$ cat config.mk
export PLATFORM = sky130hd
export DESIGN_NAME = fixed_point_adder_arbiter
export DESIGN_NICKNAME = d
export VERILOG_FILES = /design/src/rtl/fixed_point_adder_arbiter.sv
export SDC_FILE = /design/constraint.sdc
export NUM_CORES = 1
export LEC_CHECK = 0
export BUFFER_PORTS_ARGS = -buffer_cell sky130_fd_sc_hd__buf_2
export CAP_MARGIN = 20
export CORE_AREA = 2 2 100 54
export DETAILED_ROUTE_END_ITERATION = 7
export DIE_AREA = 0 0 102 56
export MAX_ROUTING_LAYER = met4
export PLACE_DENSITY = 0.83
export SLEW_MARGIN = 0
export SYNTH_ARGS = -nofsm -noshare
export SYNTH_HDL_FRONTEND = slang
export SYNTH_SLANG_ARGS = --single-unit
$ cat constraint.sdc
create_clock -name clk -period 9.15 [get_ports clk]
set_clock_uncertainty 0.15 [all_clocks]
set_input_delay 1.3725 -clock clk [delete_from_list [all_inputs] [get_ports clk]]
set_output_delay 1.3725 -clock clk [all_outputs]
set_load 0.01 [all_outputs]
$ cat src/rtl/fixed_point_adder_arbiter.sv
// Round-robin arbiter sharing one fixed-point adder among NUM_REQ requesters,
// with a one-entry registered result (sum + requester id) on a valid/ready port.
module fixed_point_adder_arbiter #(
    parameter int unsigned NUM_REQ    = 4,
    parameter int unsigned A_WORD_LEN = 9,
    parameter int unsigned A_FRAC_LEN = 8,
    parameter int unsigned B_WORD_LEN = 9,
    parameter int unsigned B_FRAC_LEN = 8,
    parameter int unsigned C_WORD_LEN = 10,
    parameter int unsigned C_FRAC_LEN = 8
) (
    input  logic                            clk,
    input  logic                            rst_n,
    input  logic [NUM_REQ-1:0]              req_valid,
    output logic [NUM_REQ-1:0]              req_ready,
    input  logic [NUM_REQ*A_WORD_LEN-1:0]   req_a,
    input  logic [NUM_REQ*B_WORD_LEN-1:0]   req_b,
    output logic                            res_valid,
    input  logic                            res_ready,
    output logic [C_WORD_LEN-1:0]           res_data,
    output logic [$clog2(NUM_REQ)-1:0]      res_id,
    output logic [15:0]                     busy_cnt
);

    localparam int unsigned ID_W      = $clog2(NUM_REQ);
    localparam int unsigned MAX_FRAC  = (A_FRAC_LEN > B_FRAC_LEN) ? A_FRAC_LEN : B_FRAC_LEN;
    localparam int unsigned C_INT_LEN = C_WORD_LEN - C_FRAC_LEN;
    localparam int unsigned SUM_W     = C_INT_LEN + MAX_FRAC;
    localparam int unsigned A_SH      = MAX_FRAC - A_FRAC_LEN;
    localparam int unsigned B_SH      = MAX_FRAC - B_FRAC_LEN;
    localparam int unsigned A_SW      = A_WORD_LEN + A_SH;
    localparam int unsigned B_SW      = B_WORD_LEN + B_SH;

    typedef enum logic {
        S_EMPTY = 1'b0,
        S_FULL  = 1'b1
    } state_t;

    state_t                        r_state;
    state_t                        w_state_next;
    logic [ID_W-1:0]               r_rr_ptr;
    logic [C_WORD_LEN-1:0]         r_res_data;
    logic [ID_W-1:0]               r_res_id;
    logic [15:0]                   r_busy_cnt;

    logic                          w_grant_found;
    logic [ID_W-1:0]               w_grant_idx;
    logic [ID_W-1:0]               w_ptr_next;
    int                            w_scan_idx;
    logic                          w_can_accept;
    logic                          w_accept;
    logic signed [A_WORD_LEN-1:0]  w_a_sel;
    logic signed [B_WORD_LEN-1:0]  w_b_sel;
    logic signed [A_SW-1:0]        w_a_sh;
    logic signed [B_SW-1:0]        w_b_sh;
    logic signed [SUM_W-1:0]       w_a_ext;
    logic signed [SUM_W-1:0]       w_b_ext;
    logic signed [SUM_W-1:0]       w_sum;
    logic signed [C_WORD_LEN-1:0]  w_res;

    // Round-robin search of req_valid starting at the pointer, wrapping at NUM_REQ-1
    always_comb begin
        w_grant_found = 1'b0;
        w_grant_idx   = '0;
        w_scan_idx    = 0;
        for (int i = 0; i < int'(NUM_REQ); i++) begin
            w_scan_idx = (int'(r_rr_ptr) + i) % int'(NUM_REQ);
            if (!w_grant_found && req_valid[ID_W'(w_scan_idx)]) begin
                w_grant_found = 1'b1;
                w_grant_idx   = ID_W'(w_scan_idx);
            end
        end
    end

    // Operand mux for the granted requester
    always_comb begin
        w_a_sel = '0;
        w_b_sel = '0;
        for (int j = 0; j < int'(NUM_REQ); j++) begin
            if (ID_W'(j) == w_grant_idx) begin
                w_a_sel = req_a[j*A_WORD_LEN +: A_WORD_LEN];
                w_b_sel = req_b[j*B_WORD_LEN +: B_WORD_LEN];
            end
        end
    end

    // Align binary points, add with two's-complement wrap in SUM_W bits
    assign w_a_sh  = A_SW'(w_a_sel) <<< A_SH;
    assign w_b_sh  = B_SW'(w_b_sel) <<< B_SH;
    assign w_a_ext = SUM_W'(w_a_sh);
    assign w_b_ext = SUM_W'(w_b_sh);
    assign w_sum   = w_a_ext + w_b_ext;

    // Rescale to the result format: zero-pad LSBs or floor-truncate extra fraction bits
    if (C_FRAC_LEN > MAX_FRAC) begin : g_pad
        assign w_res = C_WORD_LEN'(w_sum) <<< (C_FRAC_LEN - MAX_FRAC);
    end else begin : g_trunc
        assign w_res = C_WORD_LEN'(w_sum >>> (MAX_FRAC - C_FRAC_LEN));
    end

    assign w_ptr_next = (w_grant_idx == ID_W'(NUM_REQ - 1)) ? '0 : w_grant_idx + 1'b1;

    // Result-register state
    always_ff @(posedge clk or negedge rst_n) begin
        if (!rst_n) begin
            r_state <= S_EMPTY;
        end else begin
            r_state <= w_state_next;
        end
    end

    // Next state and accept decision; accept is blocked while reset is asserted
    always_comb begin
        w_state_next = r_state;
        w_can_accept = 1'b0;
        w_accept     = 1'b0;
        case (r_state)
            S_EMPTY: begin
                w_can_accept = rst_n;
                w_accept     = w_can_accept & w_grant_found;
                if (w_accept) begin
                    w_state_next = S_FULL;
                end
            end
            S_FULL: begin
                w_can_accept = rst_n & res_ready;
                w_accept     = w_can_accept & w_grant_found;
                if (!w_accept && res_ready) begin
                    w_state_next = S_EMPTY;
                end
            end
            default: begin
                w_state_next = S_EMPTY;
            end
        endcase
    end

    // One-hot accept strobe to the granted requester
    always_comb begin
        req_ready = '0;
        if (w_accept) begin
            req_ready[w_grant_idx] = 1'b1;
        end
    end

    // Capture sum, id, pointer and transaction count on accept
    always_ff @(posedge clk or negedge rst_n) begin
        if (!rst_n) begin
            r_res_data <= '0;
            r_res_id   <= '0;
            r_rr_ptr   <= '0;
            r_busy_cnt <= '0;
        end else if (w_accept) begin
            r_res_data <= w_res;
            r_res_id   <= w_grant_idx;
            r_rr_ptr   <= w_ptr_next;
            r_busy_cnt <= r_busy_cnt + 16'd1;
        end
    end

    assign res_valid = (r_state == S_FULL);
    assign res_data  = r_res_data;
    assign res_id    = r_res_id;
    assign busy_cnt  = r_busy_cnt;

endmodule
==> results.md <==
- Post-Syn Nets: 382
- Arr. time, crit path: 5440 ps
- Cts repair resizes: 0
- First-pass GRT wire length: 9.58 mm
- Shortest period the worst path allows: 5420 ps
- Via/cell ratio: 5.26
- Unrepaired setup endpoints after global routing: no
- Drt total wl: 6.06 mm
- Synth area leaders: dfrtp_1, nand2_1, ha_1
- Cell taking the most area after synthesis: dfrtp_1
- Post-DRT Antenna Nets: 0
- Hold Path Class: flop to flop
- Share of the synthesized area in the top cell type: 33.2%
- Core area: 4770 µm²
- Total Power: 0.770 mW
- CP Max Fanout: 26
- Top FF cell, synth: dfrtp_1
- Fmax: 185 MHz
- Die footprint: 5710 µm²
- Final std cells w/o fill: 461
- H-tree depth: 2
- Yosys cell types: 46
- Antenna cell count: 0
- Status: finished, final reports clean
- Post-DP Area: 2910 µm²
- Mapped Cells: 288
- Post-synth EDFFs: 0
- Setup ws final: 3730 ps
- Initial antenna violation count: 0
- Gr ovfl total: 0
- Vias post-DR: 2424
- I/O Pins: 112
- Worst Tran Pin Value: 993 ps
- Clk Latency, worst-skew pair: 270 ps
- Vias in the first global route: 2087
- Async SR Flop Fraction: 100%
- Final core occ: 62.5%
- Initial core utilization: 48.9%
- CTS Sinks: 31
- Max Cap Viol: 0
- Crit end category: flop
- Final instance area: 2990 µm²
- Synthesis-stage register bit count: 31
- Max VDD drop: 132 µV
- Leakage: 1.52 nW
- Hold_ws: 313 ps
- Largest net degree at the start of global routing: 38
- Post-Syn Area: 2330 µm²
- Root buffer cell: clkbuf_8
- Rel. slew slack: 33.8%
- CTS tree: done
- GP Congestion: 0.899
- Cell area power density: 258 nW/µm²
- Final nets: 486
- DP Wirelength: 4.92 mm
- TNS Setup: 0 ps
- Number of buffers created by CTS: 5
- Flip-flop and latch area: 776 µm²
- Sequential area share after synthesis: 33.2%
- CTS Hold Bufs: 0
- Placed Cells: 455
- Synth top cells by count: nand2_1, dfrtp_1, o21ai_0
- Finish-stage setup viols: 0
- Tcrit/Tclk final: 59.2%
- # fillers: 447
- Port bufs: 111
- Iteration-0 DRC count of the detailed router: 162
- Top-count cell post-synth: nand2_1
- CP Launch Type: primary input
- Worst Path Required: 9180 ps
- Setup repair bufs after CTS: 0
- Placement row count: 18
- Final hold vios: 0
- Total GRT Usage: 21.5%
- Yosys Warn Count: 0
- Syn_area_per_cell: 8.10 µm²
- Wire length per cell: 13.1 µm
- Area growth, synth to finish: 27.9%
- Layout cell share with drive strength beyond 1: 31.7%
- DRC: 0
- Die Ht: 56 µm
- Clk slew on worst S/H paths: 60 ps
- Area of the multi-input gates: 1460 µm²
- Slew Limit Fails: 0
- Placement Setup Slack: 3540 ps
- Pre-Repair DR Iteration Count: 4
- Clock buffer depth: 2
- Die extent in x: 102 µm
- Type of the worst setup path: primary input to flop
-- layout by cell type, fill, tap and decap left out, types with 2 or more instances in the layout --
master,count
clkbuf_8,5
nor2b_1,6
inv_1,6
xor2_1,8
dfrtp_1,31
a21o_1,4
buf_2,111
and2_1,4
buf_4,2
xnor2_1,12
a221oi_1,2
nand4_1,4
nor2_1,16
nand2_1,53
nand2b_1,3
a22oi_1,10
and3_1,5
o21ai_0,27
nor3_1,4
ha_1,14
nand3b_1,6
nand3_1,4
a21boi_0,2
a211oi_1,3
o21a_1,4
a21oi_1,26
-- power breakdown --
group          switching, mW  internal, mW
Combinational          0.263         0.201
Sequential            0.0332         0.177
Clock                 0.0444        0.0505
Total                  0.341         0.429
-- state kept, by name (all words and copies together) (netlist names) --
name,cells
busy_cnt,16
r_rr_ptr,2
res_data,10
res_id,2
res_valid,1
-- metal layers --
layer / part of all wire, % / wire, µm / track usage (%)
met3: 8.4 / 512 / 5.28
met2: 43 / 2580 / 29.5
met4: 0.13 / 8 / 2.86
met1: 49 / 2960 / 32.6
met5: 0 / 0 / -
-- critical path: stages --
cell,delay [ps]
buf_2,120
or2_2,280
o311ai_0,90
o21a_1,250
inv_1,80
ha_1,450
nor2b_1,800
a22oi_1,160
nor2_1,130
a21oi_1,50
o21ai_0,170
ha_1,230
inv_1,70
fa_1,430
nor2b_1,170
o31a_1,190
o21a_1,150
nor3_1,50
o31ai_1,220
-- final timing paths --
check | startpoint | to | slack [ps] | cells after the start
worst max-delay path | req_valid[0] | res_data[6]$_DFFE_PN0P_ | 3730 | 19
worst min-delay path | busy_cnt[15]$_DFFE_PN0P_ | busy_cnt[15]$_DFFE_PN0P_ | 310 | 1
worst max register to register | r_rr_ptr[1]$_DFFE_PN0P_ | res_data[6]$_DFFE_PN0P_ | 4580 | 17
worst min register to register | busy_cnt[15]$_DFFE_PN0P_ | busy_cnt[15]$_DFFE_PN0P_ | 310 | 1
max in group asynchronous | rst_n | res_id[0]$_DFFE_PN0P_ | 7380 | 1
min in group asynchronous | rst_n | busy_cnt[10]$_DFFE_PN0P_ | 1010 | 1
-- logic make-up after synthesis --
kind of cell	synth area share, %
simple gates	23.1
flops	33.2
compound gates	22.6
xor+xnor	7.51
buf+inv	4.34
fa+ha+maj	8.36
mux	0.912
-- cell type report --
type | instances | area share (%)
Inverter | 6 | 0.754
Clock buffer | 6 | 2.43
Sequential cell | 31 | 26.0
Timing Repair Buffer | 113 | 19.1
Multi-Input combinational cell | 235 | 48.8
Tap cell | 70 | 2.93
No activity file was read; power rests on OpenSTA's default activity.
